==> src/rtl/bit_serializer_if.sv <==
// Handshake bundle for bit_serializer: parallel word input side and serial bit output side.
// The slave modport is the serializer's view; the master modport is the producer/consumer view.
interface bit_serializer_if #(
   parameter int unsigned WIDTH = 8
);
   logic             word_valid;
   logic [WIDTH-1:0] word_data;
   logic             word_ready;
   logic             bit_ready;
   logic             bit_valid;
   logic             bit_out;
   logic             bit_first;
   logic             bit_last;
   logic             busy;

   modport master (
      output word_valid, word_data, bit_ready,
      input  word_ready, bit_valid, bit_out, bit_first, bit_last, busy
   );

   modport slave (
      input  word_valid, word_data, bit_ready,
      output word_ready, bit_valid, bit_out, bit_first, bit_last, busy
   );
endinterface

==> src/rtl/bit_serializer.sv <==
// Parallel-to-serial transmitter: LSB-first bit stream with first/last framing and a one-word
// holding buffer so consecutive words stream without a gap.
module bit_serializer #(
   parameter int unsigned WIDTH = 8
) (
   input  logic            clk,
   input  logic            rstn,
   input  logic            en,
   bit_serializer_if.slave bus
);
   localparam int unsigned     IdxW    = $clog2(WIDTH);
   localparam logic [IdxW-1:0] LastIdx = IdxW'(WIDTH - 1);

   typedef enum logic {StIdle, StShift} state_e;

   state_e           state_q, state_d;
   logic [WIDTH-1:0] hold_q, hold_d;
   logic             hold_valid_q, hold_valid_d;
   logic [WIDTH-1:0] sreg_q, sreg_d;
   logic [IdxW-1:0]  bit_index_q, bit_index_d;
   logic             step;
   logic             accept;

   always_comb begin
      state_d      = state_q;
      hold_d       = hold_q;
      hold_valid_d = hold_valid_q;
      sreg_d       = sreg_q;
      bit_index_d  = bit_index_q;

      step   = (state_q == StShift) && en && bus.bit_ready;
      accept = bus.word_valid && !hold_valid_q;

      // Accept requires an empty buffer and drain requires a full one, so they never collide.
      if (accept) begin
         hold_d       = bus.word_data;
         hold_valid_d = 1'b1;
      end

      unique case (state_q)
         StIdle: begin
            if (hold_valid_q) begin
               sreg_d       = hold_q;
               bit_index_d  = '0;
               hold_valid_d = 1'b0;
               state_d      = StShift;
            end
         end
         StShift: begin
            if (step) begin
               if (bit_index_q == LastIdx) begin
                  bit_index_d = '0;
                  if (hold_valid_q) begin
                     sreg_d       = hold_q;
                     hold_valid_d = 1'b0;
                  end else begin
                     state_d = StIdle;
                  end
               end else begin
                  sreg_d      = {1'b0, sreg_q[WIDTH-1:1]};
                  bit_index_d = bit_index_q + IdxW'(1);
               end
            end
         end
         default: state_d = StIdle;
      endcase
   end

   always_ff @(posedge clk or negedge rstn) begin
      if (!rstn) begin
         state_q      <= StIdle;
         hold_q       <= '0;
         hold_valid_q <= 1'b0;
         sreg_q       <= '0;
         bit_index_q  <= '0;
      end else begin
         state_q      <= state_d;
         hold_q       <= hold_d;
         hold_valid_q <= hold_valid_d;
         sreg_q       <= sreg_d;
         bit_index_q  <= bit_index_d;
      end
   end

   // Outputs decode registered state only; no input reaches an output combinationally.
   assign bus.word_ready = !hold_valid_q;
   assign bus.bit_valid  = (state_q == StShift);
   assign bus.bit_out    = sreg_q[0] & bus.bit_valid;
   assign bus.bit_first  = bus.bit_valid && (bit_index_q == '0);
   assign bus.bit_last   = bus.bit_valid && (bit_index_q == LastIdx);
   assign bus.busy       = bus.bit_valid || hold_valid_q;
endmodule

==> src/flat_wrapper.sv <==
// flat-port wrapper written by rule: the top's interface ports become plain ports
module bit_serializer_flat 
#(
   parameter int unsigned WIDTH = 8
)
  (clk, rstn, en, bus_word_valid, bus_word_data, bus_bit_ready, bus_word_ready, bus_bit_valid, bus_bit_out, bus_bit_first, bus_bit_last, bus_busy);
  bit_serializer_if #(.WIDTH(WIDTH)) bus_i ();
  input  logic clk;
  input  logic rstn;
  input  logic en;
  input wire logic [$bits(bus_i.word_valid)-1:0] bus_word_valid;
  input wire logic [$bits(bus_i.word_data)-1:0] bus_word_data;
  input wire logic [$bits(bus_i.bit_ready)-1:0] bus_bit_ready;
  output wire logic [$bits(bus_i.word_ready)-1:0] bus_word_ready;
  output wire logic [$bits(bus_i.bit_valid)-1:0] bus_bit_valid;
  output wire logic [$bits(bus_i.bit_out)-1:0] bus_bit_out;
  output wire logic [$bits(bus_i.bit_first)-1:0] bus_bit_first;
  output wire logic [$bits(bus_i.bit_last)-1:0] bus_bit_last;
  output wire logic [$bits(bus_i.busy)-1:0] bus_busy;
  assign bus_i.word_valid = bus_word_valid;
  assign bus_i.word_data = bus_word_data;
  assign bus_i.bit_ready = bus_bit_ready;
  assign bus_word_ready = bus_i.word_ready;
  assign bus_bit_valid = bus_i.bit_valid;
  assign bus_bit_out = bus_i.bit_out;
  assign bus_bit_first = bus_i.bit_first;
  assign bus_bit_last = bus_i.bit_last;
  assign bus_busy = bus_i.busy;
  bit_serializer #(.WIDTH(WIDTH)) u_core (.clk(clk), .rstn(rstn), .en(en), .bus(bus_i));
endmodule
==> config.mk <==
export PLATFORM = sky130hd
export DESIGN_NAME = bit_serializer_flat
export DESIGN_NICKNAME = d
export VERILOG_FILES = /design/src/rtl/bit_serializer_if.sv /design/src/rtl/bit_serializer.sv /design/src/flat_wrapper.sv
export SDC_FILE = /design/constraint.sdc
export NUM_CORES = 1
export LEC_CHECK = 0
export ABC_AREA = 0
export CELL_PAD_IN_SITES_DETAIL_PLACEMENT = 1
export CELL_PAD_IN_SITES_GLOBAL_PLACEMENT = 2
export CORE_UTILIZATION = 35
export CTS_BUF_LIST = sky130_fd_sc_hd__clkbuf_4
export DETAILED_ROUTE_END_ITERATION = 10
export PLACE_DENSITY_LB_ADDON = 0.1
export SYNTH_ARGS = -nofsm -noshare
export SYNTH_HDL_FRONTEND = slang
export SYNTH_SLANG_ARGS = --single-unit
==> constraint.sdc <==
create_clock -name clk -period 1.7 [get_ports clk]
set_input_delay 0.34 -clock clk [delete_from_list [all_inputs] [get_ports clk]]
set_output_delay 0.34 -clock clk [all_outputs]
set_load 0.02 [all_outputs]
==> reports/results.ini <==
[placed_design]
hpwl_um=1670
port_buffers=18
pre_cts_slack_ns=-0.0911
numPlacedInstances=140
gp_congestion=0.724

[floorplan]
die_h_um=56.2
start_util_pct=37.0
die_area_mm2=0.00316
fp-row-count=19
ios=19
coreArea_mm2=0.00278
dieWidth_um=56.2

[worst_setup_path]
crit_arrival_ns=1.37
critPathCaptureType=output pin
r2r_slack_ns=0.04
startpoint=u_core.bit_index_q[1]
crit_fanout=3
critical_path.endpoint=bus_bit_last
r2r.worst_path.cells=7
cp-start-kind=flop
required_ns=1.36
r2r-end=u_core.sreg_q[0]
r2r_start=u_core.bit_index_q[1]
criticalPathCategory=reg -> out

[synthesis]
ys_seq_area_share_pct=51.0
syn-instance-count=87
synth.area.top_cells=dfrtp_1 51%, mux2_2 8.7%, o2bb2ai_1 6.8%, and3b_1 6.0%, a31oi_1 4.3%
synth_top_area_share_pct=51.0
ys_warn_count=0
syn-num-nets=103
yosysUniqueCellTypes=24
syn_area_mm2=0.00103
synth_area_leader_cell=dfrtp_1
synth.avg_cell_area_um2=11.8
ys_ff_latch=21

[route]
detail_route.vias_per_cell=5.51
num_vias=804
drc_errors=0
wl_per_cell_um=16.8
dr.pass1.iters=2
final_antenna_net_count=0
drt_iter0_markers=13
routed_wl_um=2450

[clocking]
htreeDepth=1
cts_root_buf=clkbuf_4
clk-insertion-delay-late_ns=0.31
clkTransAtPathRegs_ns=0.12
cts.sink_count=21
cts_hold_buf=0
cts_tree=built
clockBufferDepth=2
cts_buffers=3

[global_routing]
first_global_vias=855
grt_max_degree=22
grt_pass1_wl_um=4020
track_usage_pct=16.4
grt_overflow_total=0
antenna_found_initial=0

[sta]
fin_crit_sh_pct=101
fin_ws_ns=-0.0113
hold_ws_ns=0.358
drv_slew=0
rsz0062_at_grt=true
worst_slew_pin_slew_ns=0.279
setup_tns_ns=-0.0113
layout_min_cycle_time_ns=1.71
setup_violations=1
maxSlewHeadroom_pct=81.4
finClkSkew_ns=0.00828
hold_violations=0
fmax_ghz=0.584

[finish]
final_cell_mix=20 x dfrtp_1, 12 x clkdlybuf4s50_1, 12 x buf_4, 8 x mux2_2, 8 x o2bb2ai_1
diodes=0
syn2layout_area_growth_pct=38.0
nNetsFinal=132
final_core_util_pct=51.1
fin_cells=146
drive_above_1_share_pct=36.5
final_common_cell=dfrtp_1

[run_status]
violations=negative setup slack
status=finished, violations left

[power_and_ir_drop]
p_per_area_mw_per_mm2=1400
leakagePower_uw=0.000626
peakVddDrop_v=0.000684

[job]
max_cap_viol_count=0

[hold_path]
hold_path_class=in -> async

-- how the worst min path moves through the flow --
stage,from,to,slack [ns],cells past startpoint
floorplan,rstn,u_core.bit_index_q[0],0.04,0
global placement,u_core.sreg_q[2],u_core.sreg_q[2],0.47,1
detailed placement,u_core.sreg_q[2],u_core.sreg_q[2],0.47,1
CTS,rstn,u_core.hold_q[7],0.36,2
global route,rstn,u_core.hold_q[7],0.36,2
finish,rstn,u_core.sreg_q[1],0.36,2
-- routing by layer --
metal | track usage [%] | share of wire, % | up-vias
met2 | 26.7 | 50 | 14
met1 | 21.7 | 46 | 412
met3 | 4.19 | 3.6 | 5
met4 | 4.18 | 0.69 | 0
met5 | 0 | 0 | -
li1 | - | - | 373
-- Yosys cell counts --
library cell	number
o22ai_1	1
a21o_1	1
nor2b_1	2
or3_1	1
a31oi_1	7
nand2b_1	2
nor3b_1	1
dfrtp_1	21
buf_6	2
clkbuf_1	1
ha_1	3
mux2i_1	2
inv_1	5
o2bb2ai_1	8
nand2_1	2
nand3_1	1
and3b_1	7
a21boi_2	1
o21ai_0	3
mux2_2	8
nor2_1	1
and2_1	2
buf_2	4
o41ai_1	1
-- final cells by class --
type                            instances  area [µm²]
Fill cell                             303        1360
Multi-Input combinational cell         54         529
Sequential cell                        21         527
Timing Repair Buffer                   31         280
Tap cell                               31        38.8
Clock buffer                            3        22.5
Inverter                                5        18.8
Clock inverter                          1        5.00
-- what timing repair did --
item	in CTS	in global routing
buffers inserted	1	1
cloned	0	0
endpoints found under the setup margin	13	11
gates resized for setup	16	20
pin swaps	0	1
-- per-stage QoR --
| step | cell area [µm²] | power (µW) |
|---|---|---|
| 2_1_floorplan | 1030 | 1300 |
| 3_3_place_gp | 1280 | 1550 |
| 3_5_place_dp | 1280 | 1590 |
| 4_1_cts | 1310 | 1820 |
| 6_report | 1420 | 1990 |
| 5_1_grt | 1420 | 2120 |
-- cell families after synthesis --
group	share of synthesized area, %
AOI/OAI and AO/OA	15.8
buffers and inverters	6.32
muxes	10.7
DFF	51.0
and+or+nand+nor	12.5
adders and majority gates	3.65
-- state kept, by name, indices dropped and copies added, names as in the netlist --
register / count
u_core.sreg_q: 8
u_core.hold_valid_q: 1
u_core.bus.bit_valid: 1
u_core.bit_index_q: 3
u_core.hold_q: 8
-- worst max-delay path: stages (launching register included) --
cell and delay [ns]:
dfrtp_1 0.43, ha_2 0.22, ha_4 0.16, and2_4 0.13
buf_6 0.12
-- power by group --
part | leakage (µW) | total [µW] | switching [µW] | internal [µW]
Combinational | 0.000352 | 868 | 376 | 492
Clock | 0.0000177 | 247 | 159 | 88.0
Sequential | 0.000257 | 872 | 164 | 707
Note: power is estimated with default switching activity, not from simulation.
